$ cat config.mk
export PLATFORM = sky130hd
export DESIGN_NAME = sprite_scheduler_flat
export DESIGN_NICKNAME = d
export VERILOG_FILES = /design/src/rtl/sprite_scheduler_if.sv /design/src/rtl/sprite_scheduler.sv /design/src/flat_wrapper.sv
export SDC_FILE = /design/constraint.sdc
export NUM_CORES = 1
export LEC_CHECK = 0
export CAP_MARGIN = 40
export CORE_MARGIN = 8
export CORE_UTILIZATION = 35
export CTS_CLUSTER_SIZE = 40
export DETAILED_ROUTE_END_ITERATION = 6
export PLACE_DENSITY = 0.56
export SYNTH_ARGS = -nofsm -noshare
export SYNTH_HDL_FRONTEND = slang
export SYNTH_SLANG_ARGS = --single-unit
$ cat constraint.sdc
create_clock -name clk -period 3.6 [get_ports clk]
set_input_delay 0.36 -clock clk [delete_from_list [all_inputs] [get_ports clk]]
set_output_delay 0.36 -clock clk [all_outputs]
set_load 0.01 [all_outputs]
$ cat src/rtl/sprite_scheduler_if.sv
// Frame/line timing, shadow-table write port and renderer handshake for sprite_scheduler.
// Defining SPRITE_COLLISION_EN adds the collision and collision_mask signals.
interface sprite_scheduler_if #(
    parameter int NUM_SLOTS = 8
);
    localparam int IDX_W = (NUM_SLOTS > 1) ? $clog2(NUM_SLOTS) : 1;

    logic                 frame_start;
    logic                 line_start;
    logic [9:0]           pixel_y;
    logic                 wr_en;
    logic [IDX_W-1:0]     wr_slot;
    logic [9:0]           wr_y;
    logic                 wr_valid;
    logic [NUM_SLOTS-1:0] spr_draw_vec;
    logic [NUM_SLOTS-1:0] start_vec;
    logic [NUM_SLOTS-1:0] busy_vec;
    logic                 pix_valid;
    logic [IDX_W-1:0]     pix_slot;
`ifdef SPRITE_COLLISION_EN
    logic                 collision;
    logic [NUM_SLOTS-1:0] collision_mask;
`endif

    // Host / video-timing side
    modport master (
`ifdef SPRITE_COLLISION_EN
        input  collision, collision_mask,
`endif
        output frame_start, line_start, pixel_y,
        output wr_en, wr_slot, wr_y, wr_valid, spr_draw_vec,
        input  start_vec, busy_vec, pix_valid, pix_slot
    );

    // Scheduler side
    modport slave (
`ifdef SPRITE_COLLISION_EN
        output collision, collision_mask,
`endif
        input  frame_start, line_start, pixel_y,
        input  wr_en, wr_slot, wr_y, wr_valid, spr_draw_vec,
        output start_vec, busy_vec, pix_valid, pix_slot
    );
endinterface

$ cat src/rtl/sprite_scheduler.sv
// Per-line sprite slot scheduler: double-buffered y table, one-slot-per-cycle scan, pixel merge.
// Optional collision tracking is enabled with SPRITE_COLLISION_EN.
module sprite_slot #(
    parameter int LINES = 16
) (
    input  logic clk,
    input  logic rst_n,
    input  logic clr,
    input  logic load,
    input  logic dec,
    output logic busy
);
    localparam int CNT_W = $clog2(LINES + 1);

    logic [CNT_W-1:0] cnt;

    always_ff @(posedge clk or negedge rst_n) begin
        if (!rst_n)                  cnt <= '0;
        else if (clr)                cnt <= '0;
        else if (load)               cnt <= CNT_W'(LINES);
        else if (dec && cnt != '0)   cnt <= cnt - 1'b1;
    end

    assign busy = (cnt != '0);
endmodule

module sprite_scheduler #(
    parameter int NUM_SLOTS     = 8,
    parameter int SPRITE_HEIGHT = 8,
    parameter int SPRITE_SCALE  = 2
) (
    input logic               clk,
    input logic               rst_n,
    sprite_scheduler_if.slave bus
);
    localparam int IDX_W = (NUM_SLOTS > 1) ? $clog2(NUM_SLOTS) : 1;
    localparam int LINES = SPRITE_HEIGHT * SPRITE_SCALE;

    typedef enum logic {IDLE, SCAN} state_t;

    state_t                    state, state_nxt;
    logic [IDX_W-1:0]          idx, idx_nxt;
    logic [NUM_SLOTS-1:0]      shd_valid, act_valid;
    logic [NUM_SLOTS-1:0][9:0] shd_y, act_y;
    logic [NUM_SLOTS-1:0]      start, busy;
    logic                      dec;
    logic                      pix_valid_nxt;
    logic [IDX_W-1:0]          pix_slot_nxt;

    // Active table only changes at frame boundaries so a frame renders from one consistent snapshot
    always_ff @(posedge clk or negedge rst_n) begin
        if (!rst_n) begin
            shd_valid <= '0;
            shd_y     <= '0;
            act_valid <= '0;
            act_y     <= '0;
        end else begin
            if (bus.frame_start) begin
                act_valid <= shd_valid;
                act_y     <= shd_y;
            end
            if (bus.wr_en) begin
                shd_valid[bus.wr_slot] <= bus.wr_valid;
                shd_y[bus.wr_slot]     <= bus.wr_y;
            end
        end
    end

    always_ff @(posedge clk or negedge rst_n) begin
        if (!rst_n) begin
            state <= IDLE;
            idx   <= '0;
        end else begin
            state <= state_nxt;
            idx   <= idx_nxt;
        end
    end

    always_comb begin
        state_nxt = state;
        idx_nxt   = idx;
        start     = '0;
        if (bus.frame_start) begin
            state_nxt = IDLE;
            idx_nxt   = '0;
        end else begin
            case (state)
                IDLE: if (bus.line_start) begin
                    state_nxt = SCAN;
                    idx_nxt   = '0;
                end
                SCAN: begin
                    if (act_valid[idx] && act_y[idx] == bus.pixel_y && !busy[idx])
                        start[idx] = 1'b1;
                    if (idx == IDX_W'(NUM_SLOTS - 1)) begin
                        state_nxt = IDLE;
                        idx_nxt   = '0;
                    end else begin
                        idx_nxt = idx + 1'b1;
                    end
                end
                default: state_nxt = IDLE;
            endcase
        end
    end

    // Counters age only on line_starts the FSM accepts; the starting line itself never counts
    assign dec = bus.line_start && (state == IDLE) && !bus.frame_start;

    sprite_slot #(.LINES(LINES)) u_slot [NUM_SLOTS-1:0] (
        .clk  (clk),
        .rst_n(rst_n),
        .clr  (bus.frame_start),
        .load (start),
        .dec  (dec),
        .busy (busy)
    );

    assign bus.start_vec = start;
    assign bus.busy_vec  = busy;

    always_comb begin
        pix_valid_nxt = |bus.spr_draw_vec;
        pix_slot_nxt  = '0;
        for (int i = NUM_SLOTS - 1; i >= 0; i--)
            if (bus.spr_draw_vec[i]) pix_slot_nxt = IDX_W'(i);
    end

    always_ff @(posedge clk or negedge rst_n) begin
        if (!rst_n) begin
            bus.pix_valid <= 1'b0;
            bus.pix_slot  <= '0;
        end else begin
            bus.pix_valid <= pix_valid_nxt;
            bus.pix_slot  <= pix_slot_nxt;
        end
    end

`ifdef SPRITE_COLLISION_EN
    logic [NUM_SLOTS-1:0] mask;

    // x & (x-1) is nonzero exactly when two or more bits are set
    always_ff @(posedge clk or negedge rst_n) begin
        if (!rst_n)
            mask <= '0;
        else if (bus.frame_start)
            mask <= '0;
        else if ((bus.spr_draw_vec & (bus.spr_draw_vec - 1'b1)) != '0)
            mask <= mask | bus.spr_draw_vec;
    end

    assign bus.collision_mask = mask;
    assign bus.collision      = (mask != '0);
`endif
endmodule

$ cat src/flat_wrapper.sv
// flat-port wrapper written by rule: the top's interface ports become plain ports
module sprite_scheduler_flat 
#(
    parameter int NUM_SLOTS     = 8,
    parameter int SPRITE_HEIGHT = 8,
    parameter int SPRITE_SCALE  = 2
)
  (clk, rst_n, bus_frame_start, bus_line_start, bus_pixel_y, bus_wr_en, bus_wr_slot, bus_wr_y, bus_wr_valid, bus_spr_draw_vec, bus_start_vec, bus_busy_vec, bus_pix_valid, bus_pix_slot);
  sprite_scheduler_if #(.NUM_SLOTS(NUM_SLOTS)) bus_i ();
  input logic clk;
  input logic rst_n;
  input wire logic [$bits(bus_i.frame_start)-1:0] bus_frame_start;
  input wire logic [$bits(bus_i.line_start)-1:0] bus_line_start;
  input wire logic [$bits(bus_i.pixel_y)-1:0] bus_pixel_y;
  input wire logic [$bits(bus_i.wr_en)-1:0] bus_wr_en;
  input wire logic [$bits(bus_i.wr_slot)-1:0] bus_wr_slot;
  input wire logic [$bits(bus_i.wr_y)-1:0] bus_wr_y;
  input wire logic [$bits(bus_i.wr_valid)-1:0] bus_wr_valid;
  input wire logic [$bits(bus_i.spr_draw_vec)-1:0] bus_spr_draw_vec;
  output wire logic [$bits(bus_i.start_vec)-1:0] bus_start_vec;
  output wire logic [$bits(bus_i.busy_vec)-1:0] bus_busy_vec;
  output wire logic [$bits(bus_i.pix_valid)-1:0] bus_pix_valid;
  output wire logic [$bits(bus_i.pix_slot)-1:0] bus_pix_slot;
  assign bus_i.frame_start = bus_frame_start;
  assign bus_i.line_start = bus_line_start;
  assign bus_i.pixel_y = bus_pixel_y;
  assign bus_i.wr_en = bus_wr_en;
  assign bus_i.wr_slot = bus_wr_slot;
  assign bus_i.wr_y = bus_wr_y;
  assign bus_i.wr_valid = bus_wr_valid;
  assign bus_i.spr_draw_vec = bus_spr_draw_vec;
  assign bus_start_vec = bus_i.start_vec;
  assign bus_busy_vec = bus_i.busy_vec;
  assign bus_pix_valid = bus_i.pix_valid;
  assign bus_pix_slot = bus_i.pix_slot;
  sprite_scheduler #(.NUM_SLOTS(NUM_SLOTS), .SPRITE_HEIGHT(SPRITE_HEIGHT), .SPRITE_SCALE(SPRITE_SCALE)) u_core (.clk(clk), .rst_n(rst_n), .bus(bus_i));
endmodule
* Yosys cells after proc, flatten, opt, wreduce, memory -nomap -nowiden
Cells that the tools add are included.
** Storage, ports and cells
- Flip-flop bits (word level) :: 224
- Bits of input ports :: 37
- Output and inout port bits :: 20
- Logic and storage cells :: 137
** Cells by class
- Add/sub/neg operators :: 9
- Magnitude comparators :: 4
- Eq/ne operators :: 3
- Multiplexer cells :: 57
- Bitwise logic cells :: 1
- Reduce and logical (&&, ||, !) cells :: 33
** Operators with widths (count)
- $mux W5 :: 24
- $bwmux W80 :: 1
- $reduce_bool A5 Y1 :: 8
- $sub A5 B1 Y5 const B :: 8
- $mux W3 :: 11
- $bmux W10 S3 :: 1
- $demux W10 S3 :: 1
- $mux W8 :: 3
- $reduce_bool A3 Y1 :: 8
- $mux W10 :: 2
- $logic_and A1 B1 Y1 :: 14
- $eq A10 B10 Y1 :: 1
- $bwmux W8 :: 1
- $lt A3 B4 Y1 const B :: 2
- $reduce_or A8 Y1 :: 1
- $mux W1 :: 7
- $bmux W1 S3 :: 2
- $demux W1 S3 :: 2
- $ge A3 B1 Y1 const B :: 2
- $pmux W3 S2 :: 1
- $add A3 B1 Y3 const B :: 1
- $eq A3 B3 Y1 const B :: 1
- $ne A3 B3 Y1 const B :: 1
- $logic_not A1 Y1 :: 2
- other kinds (2) :: 2

* Depth between registers and ports, before layout
- Depth in word-level cells :: 10
- Gate-level depth with buffers :: 11
- Depth with buffers taken out :: 8

* Modules after synthesis
From an unflattened synthesis, not the netlist that was laid out.
** Second synthesis, totals
- Cell total of the unflattened synthesis :: 772
- Area total of the unflattened synthesis :: 10299.9 µm²
** By module, submodules not included
- sprite_scheduler :: times used 1, cells each 540, area an instance 7957.6 µm², sequential area each 4604.4 µm²
- sprite_slot :: times used 8, cells each 29, area an instance 292.8 µm², sequential area each 125.1 µm²

* Worst setup path after synthesis
No wires, ideal clock.
- Kind :: register to output
- From :: reg u_core.idx[1]
- To :: out bus_start_vec[0]
- Data arrival time :: 2.436 ns
- Slack :: 0.804 ns
- Stages on the path, launching flop included :: 10
- Path buffers :: 3
- Path through :: dfrtp_1 > buf_2 > mux2i_1 > mux4_2 > xor2_1 > o211ai_1 > or4_1 > buf_2 > nor4b_2 > buf_4
** Between the ends
- Cells in the longest elaborated chain, start to end :: 8
- Elaborated cells on any way between the ends :: 18
** Ends and longest elaborated chain
- start: declaration :: line sprite_scheduler.sv:42 : logic [IDX_W-1:0] idx, idx_nxt;
- start signal: assignment :: line sprite_scheduler.sv:75 : idx <= idx_nxt;
- $bmux W10 S3 :: line sprite_scheduler.sv:93 : if (act_valid[idx] && act_y[idx] == bus.pixel_y && !busy[idx])
- $mux W10 (not written as such) :: line sprite_scheduler.sv:93
- $eq A10 B10 Y1 :: line sprite_scheduler.sv:93
- $logic_and A1 B1 Y1 (2 in a row) :: line sprite_scheduler.sv:93
- $mux W8 * :: line sprite_scheduler.sv:93
- $mux W8 * :: line sprite_scheduler.sv:87 : case (state)
- $mux W8 * :: line sprite_scheduler.sv:83 : if (bus.frame_start) begin
- end: declaration :: line flat_wrapper.sv:20 : output wire logic [$bits(bus_i.start_vec)-1:0] bus_start_vec;
Every way passes the cells marked *; elsewhere a longest branch is shown, timed or not. The select of a mux whose other input is x is not followed.

* Final worst setup path
- From :: reg u_core.idx[0]
- To :: out bus_start_vec[6]
The elaborated chain is that of the path after synthesis.

==> flow_summary.json <==
{
  "drc": 0,
  "wire_per_inst_um": 18.65,
  "tightest_slew_ns": 0.6731,
  "vias": 6649,
  "cts_buffers": 25,
  "clkTransAtPathRegs_ns": 0.06,
  "synth_nets": 885,
  "startpoint_type": "flip-flop",
  "power_leakage_nw": 5.327,
  "yosys.area.top_type": "dfrtp_1",
  "finish.utilization_pct": 42.22,
  "max_clock_freq_mhz": 285.4,
  "ios": 57,
  "worstSetupEndpointType": "output port",
  "yosysTopAreaCellShare_pct": 53.12,
  "grt_pass1_wl_um": 39020,
  "final_hold_viol_count": 0,
  "final_common_cell": "dfrtp_1",
  "drtIter0Drc": 333,
  "rrSetupSlack_ns": 0.53,
  "maxSlewViolCount": 0,
  "layout.cells.non_filler": 1305,
  "antenna_left": 0,
  "worstPathMaxFanout": 8,
  "final_layout_size_suffix_gt1_share_pct": 33.11,
  "rows": 63,
  "hold_path.class": "in2reg",
  "num-fill-cells": 2830,
  "rr_worst_depth": 9,
  "period_needed_ns": 3.504,
  "ys.flop_type": "dfrtp_1",
  "area_delta_synth_final_pct": 18.59,
  "ys_types": 49,
  "avgSynthCellArea_um2": 12.71,
  "critPathArrivalTime_ns": 3.14,
  "status": "completed",
  "synth_edf_count": 0,
  "grt_overflow_total": 0,
  "yosys-top-cells-area": "dfrtp_1 (53%), mux2_2 (19%), mux2i_1 (4.6%), ha_1 (2.1%), a21oi_1 (1.6%)",
  "ys_ff_latch": 224,
  "viasPerCell": 5.095,
  "startpoint": "u_core.idx[0]$_DFFE_PN0P_",
  "final-setup-viol-count": 0,
  "seq_area_frac_synth_pct": 53.12,
  "clock-root-buffer": "clkbuf_16",
  "routed_wl_um": 24340,
  "nets": 951,
  "ir_drop_uv": 349.4,
  "crit_type": "reg2out",
  "clock_path_buffers": 3,
  "die_area_um2": 35960,
  "fin_tns_setup_ns": 0,
  "die_x_um": 189.6,
  "worstSkewPairLatency_ns": 0.54,
  "cts_tree": "built",
  "antenna_found_initial": 0,
  "slew_headroom_pct": 55.13,
  "cap_viol_max_count": 0,
  "syn_area_um2": 10550,
  "cp.required_ns": 3.24,
  "die_height_um": 189.6,
  "grt_max_degree": 86,
  "timing.final.crit_share_pct": 97.34,
  "async_flop_share_pct": 100.0,
  "grtUsageTotal_pct": 13.45,
  "powerDensity_nw_per_um2": 548.0,
  "place_congestion": 0.7408,
  "place_inst": 1255,
  "grt_pass1_vias": 6789,
  "grt_setup_unrepaired": "yes",
  "worstReg2RegStart": "u_core.idx[0]$_DFFE_PN0P_",
  "reg2reg_to": "u_core.u_slot[5].cnt[0]$_DFFE_PN0P_",
  "start_util_pct": 35.60,
  "synthCells": 830,
  "clock_sinks": 224,
  "drt_pass1_iterations": 5,
  "coreArea_um2": 29640,
  "fin_skew_ns": 0.01567,
  "critical_path.endpoint": "bus_start_vec[6]",
  "port_buffers": 56,
  "hpwl_um": 15650,
  "final_cell_mix": "dfrtp_1 (223), mux2_2 (176), mux2i_1 (47)",
  "yosysWarningCount": 0,
  "diodes": 0,
  "cts-htree-levels": 1
}
[cells in the mapped netlist, types with 8 or more instances]
cell / n
a21oi_1: 34
a22oi_1: 12
a311o_1: 8
a31oi_1: 8
a41oi_1: 8
buf_1: 9
buf_4: 16
clkbuf_1: 25
dfrtp_1: 224
ha_1: 18
inv_1: 27
mux2_2: 176
mux2i_1: 48
nand2_1: 28
nand2b_1: 14
nor2_1: 40
nor3_1: 31
nor4b_1: 8
or4_1: 9
xnor2_1: 8
[worst min-delay path by stage]
stage	startpoint	endpoint	slack (ns)	cells after the start
2_1_floorplan	rst_n	u_core.act_valid[0]$_DFFE_PN0P_	0.06	0
3_3_place_gp	rst_n	u_core.u_slot[5].cnt[2]$_DFFE_PN0P_	0.41	1
3_5_place_dp	rst_n	u_core.u_slot[5].cnt[2]$_DFFE_PN0P_	0.40	1
4_1_cts	bus_frame_start	u_core.state$_DFF_PN0_	0.14	2
5_1_grt	bus_frame_start	u_core.u_slot[4].cnt[3]$_DFFE_PN0P_	0.16	2
6_report	bus_frame_start	u_core.state$_DFF_PN0_	0.15	2
[metal layers]
metal	vias to the layer above	wire length [µm]	GRT usage, %	share of wire [%]
li1	3127	-	-	-
met1	3382	12200	19.89	50
met2	115	10720	20.54	44
met3	25	1145	2.490	4.7
met4	0	274	2.135	1.1
met5	-	0	0	0
[kinds of logic after synthesis]
group	after synthesis	synth area share, %
adders and majority gates	18	2.135
xor gates and xnor gates	11	0.9132
buffers and inverters	89	4.174
DFF	224	53.12
AOI/OAI and AO/OA	91	6.190
muxes	229	24.40
and+or+nand+nor	168	9.060
[sequential cells by signal (all words and copies together), names as in the netlist]
register / cells
u_core.act_valid: 8
u_core.act_y: 80
u_core.bus.pix_slot: 3
u_core.bus.pix_valid: 1
u_core.idx: 3
u_core.shd_valid: 8
u_core.shd_y: 80
u_core.state: 1
u_core.u_slot.cnt: 40
[through the flow]
stage                     worst slack, ns  hold WS [ns]  total power [mW]  cell area [µm²]
final                             0.09577        0.1464             6.858            12510
after CTS                         0.04010        0.1356             6.951            12480
after floorplan                    0.8041       0.06441             3.990            10550
after global placement             0.2033        0.4078             4.340            11620
after global routing             -0.06509        0.1619             7.210            12510
after detailed placement           0.1388        0.4036             4.374            11650
[where the power goes]
group	switching, mW	internal, mW	leakage, nW	total, mW
Clock	1.06	1.46	0.398	2.52
Sequential	0.266	3.01	2.77	3.28
Combinational	0.444	0.612	2.16	1.06
Total	1.77	5.08	5.33	6.86
[layout make-up]
type / instances / area [µm²] / area share [%]
Multi-Input combinational cell: 517 / 4571 / 36.53
Clock buffer: 32 / 701.9 / 5.609
Timing Repair Buffer: 101 / 919.6 / 7.349
Clock inverter: 14 / 122.6 / 0.9799
Tap cell: 390 / 488.0 / 3.900
Inverter: 27 / 101.3 / 0.8099
Sequential cell: 224 / 5609 / 44.83
[timing repair]
| item | 4_1_cts | 5_1_grt |
|---|---|---|
| setup endpoints to repair | 8 | 8 |
| buffers inserted | 1 | 2 |
| pin swaps | 2 | 2 |
| endpoints found under the hold margin | 81 | 0 |
| resized for setup | 37 | 4 |
| hold buffers | 1 | 0 |
| cloned | 0 | 0 |
[worst max-delay path, stage by stage (launching register included)]
cell	delay (ns)
dfrtp_4	0.47
mux4_2	0.50
mux2i_1	0.24
xor2_1	0.18
o211ai_1	0.16
or4_4	0.45
buf_6	0.17
nor4b_2	0.27
buf_2	0.17
Power figures use the tool's default switching activity.
==> edit: new RTL, config.mk and constraints unchanged <==
`SPRITE_HEIGHT` is set to 8 in 2 places; all go to 4.
--- a/src/rtl/sprite_scheduler.sv
+++ b/src/rtl/sprite_scheduler.sv
@@ -26,7 +26,7 @@
 
 module sprite_scheduler #(
     parameter int NUM_SLOTS     = 8,
-    parameter int SPRITE_HEIGHT = 8,
+    parameter int SPRITE_HEIGHT = 4,
     parameter int SPRITE_SCALE  = 2
 ) (
     input logic               clk,
--- a/src/flat_wrapper.sv
+++ b/src/flat_wrapper.sv
@@ -2,7 +2,7 @@
 module sprite_scheduler_flat 
 #(
     parameter int NUM_SLOTS     = 8,
-    parameter int SPRITE_HEIGHT = 8,
+    parameter int SPRITE_HEIGHT = 4,
     parameter int SPRITE_SCALE  = 2
 )
   (clk, rst_n, bus_frame_start, bus_line_start, bus_pixel_y, bus_wr_en, bus_wr_slot, bus_wr_y, bus_wr_valid, bus_spr_draw_vec, bus_start_vec, bus_busy_vec, bus_pix_valid, bus_pix_slot);
Behaviour: no difference found for any inputs over 4 cycles, from zero or initial values and one cycle with rst_n low; that may be too few to reach the edited logic, so the function may still have changed.
==> edit against the unedited design <==
- the flow now finishes with violations (negative setup slack)
- routed wire length decreased by 5.5%
- largest cell class unchanged
- setup slack got worse by 0.14 ns
- critical path type unchanged
- critical endpoint is now bus_start_vec[4]
- utilization increased by 0.098 points
- design area decreased by 3.7%
- sequential cell count decreased by 8
- hold slack improved by 0.22 ns
- total power decreased by 4.0%
- synthesized area decreased by 4.7%
- count of clock-buffer cells in the layout increased by 9
==> edit: results (changes against the unedited design) <==
Outcome
  – Status: complete, but fails checks
  – Failing checks: negative setup slack

Power and ir drop
  – Pleak: 4.97 nW (-6.7%)
  – Sw Ratio: 24.5% (-1.4 points)
  – Peak VDD IR: 0.405 mV (+16%)
  – Combinational power share: 15.2% (-0.2 points)
  – Final total power: 0.00659 W (-4.0%)

Critical path
  – Max FO, Critical Path: 7 (-1)
  – Slowest cell on crit path: or4b_4
  – Worst Path Arrival: 3.28 ns (+0.14 ns)
  – Worst Setup EP: bus_start_vec[4]
  – Family with the most delay on the worst path: simple AND/OR/NAND/NOR gates
  – Worst path max stage delay: 0.61 ns (+0.11 ns)
  – Reg2Reg Depth: 8 (-1)
  – Reg-to-reg slack, setup: 0.90 ns (+0.37 ns)
  – Reg2reg end: u_core.u_slot[0].cnt[1]
  – Origin of the worst setup path: u_core.u_slot[4].cnt[1]

CTS
  – Setup Buffers After CTS: 4 (+3)
  – Post-CTS Hold Fix Bufs: 1 (unchanged)
  – Worst skew pair latency: 0.52 ns (-0.02 ns)

GRT
  – Pin count of the biggest net entering global routing: 97 (+13%)
  – First-pass GRT wire length: 37,300 um (-4.5%)
  – Total GRT Usage: 13.8% (+0.32 points)
  – Grt met3 use: 2.42% (-0.069 points)
  – Number of global-route vias before repair: 6,559 (-3.4%)

Timing
  – Worst clock skew: 0.0166 ns (+0.000897 ns)
  – Final hold slack: 0.368 ns (+0.221 ns)
  – Fin Setup TNS: -0.171 ns (-0.171 ns)
  – Final setup vio count: 6 (+6)
  – Final worst slack: -0.0403 ns (-0.136 ns)
  – Headroom to the max-slew limit: 53.2% (-2.0 points)

Place
  – Dpl hpwl: 15,000 um (-4.4%)
  – Routability congestion estimate: 0.769 (+3.8%)
  – I/O Buffers: 56 (unchanged)
  – Placed insts: 1,198 (-4.5%)

Detailed routing
  – WL/cell: 18.4 um (-1.5%)
  – First-pass iteration count of the detailed router: 4 (-1)
  – Metal2 WL: 10,500 um (-1.9%)
  – Routed met1 length: 11,000 um (-9.5%)
  – DR vias: 6,229 (-6.3%)
  – Metal3 WL: 884 um (-23%)
  – Initial DRC Count: 328 (-1.5%)
  – DRC: 0 (unchanged)
  – Final wirelength: 23,000 um (-5.5%)

Yosys
  – Synthesized Nets: 830 (-6.2%)
  – Post-synthesis cell type count: 53 (+8.2%)
  – Most instantiated cells after synthesis: 216 x dfrtp_1, 181 x mux2_2, 30 x clkbuf_1, 30 x nor2_1, 25 x nand2_1
  – Synth top area cells: dfrtp_1 54%, mux2_2 20%, mux2i_1 2.3%, mux4_2 1.8%, xnor2_1 1.5%
  – Avg Inst Size Synth: 12.8 um^2 (+1.0%)

Final layout
  – Layout fillers: 2,688 (-5.0%)
  – Layout Nets: 896 (-5.8%)
  – Biggest regs: u_core.act_y: 80 flops, u_core.shd_y: 80 flops, u_core.u_slot.cnt: 32 flops
  – Layout cells sized above 1: 36.1% (+2.9 points)

Worst hold path
  – Worst hold path class: primary input to async pin
==> edit: stage by stage <==
| step | area [um^2] | worst slack (ns) |
|---|---|---|
| floorplan | 10100 | 0.577 |
| global placement | 11100 | 0.0245 |
| detailed placement | 11100 | -0.0323 |
| CTS | 12000 | -0.0773 |
| global route | 12000 | -0.136 |
| finish | 12000 | -0.0403 |
==> edit: logic make-up (layout without fill, tap and decap cells) <==
family                   after synthesis  count (layout)  share of synthesized area (%)
flip-flops                           216             216                           53.7
multiplexers                         212             212                           24.3
AND/OR/NAND/NOR                      160             160                           8.96
buffers and inverters                 83             168                           3.93
AO/OA/AOI/OAI                         75              75                           5.42
XOR/XNOR                              27              27                           2.35
adder cells (fa/ha/maj)               10              10                           1.24
==> edit: layout make-up <==
class	count	area [um^2]	share of cell area [%]
clock buffers	41	736	6.11
clock inverters	5	58.8	0.488
inverters	22	82.6	0.685
multi-input cells	484	4350	36.1
flip-flops and latches	216	5410	44.9
well taps	384	480	3.99
repair buffers	100	928	7.71
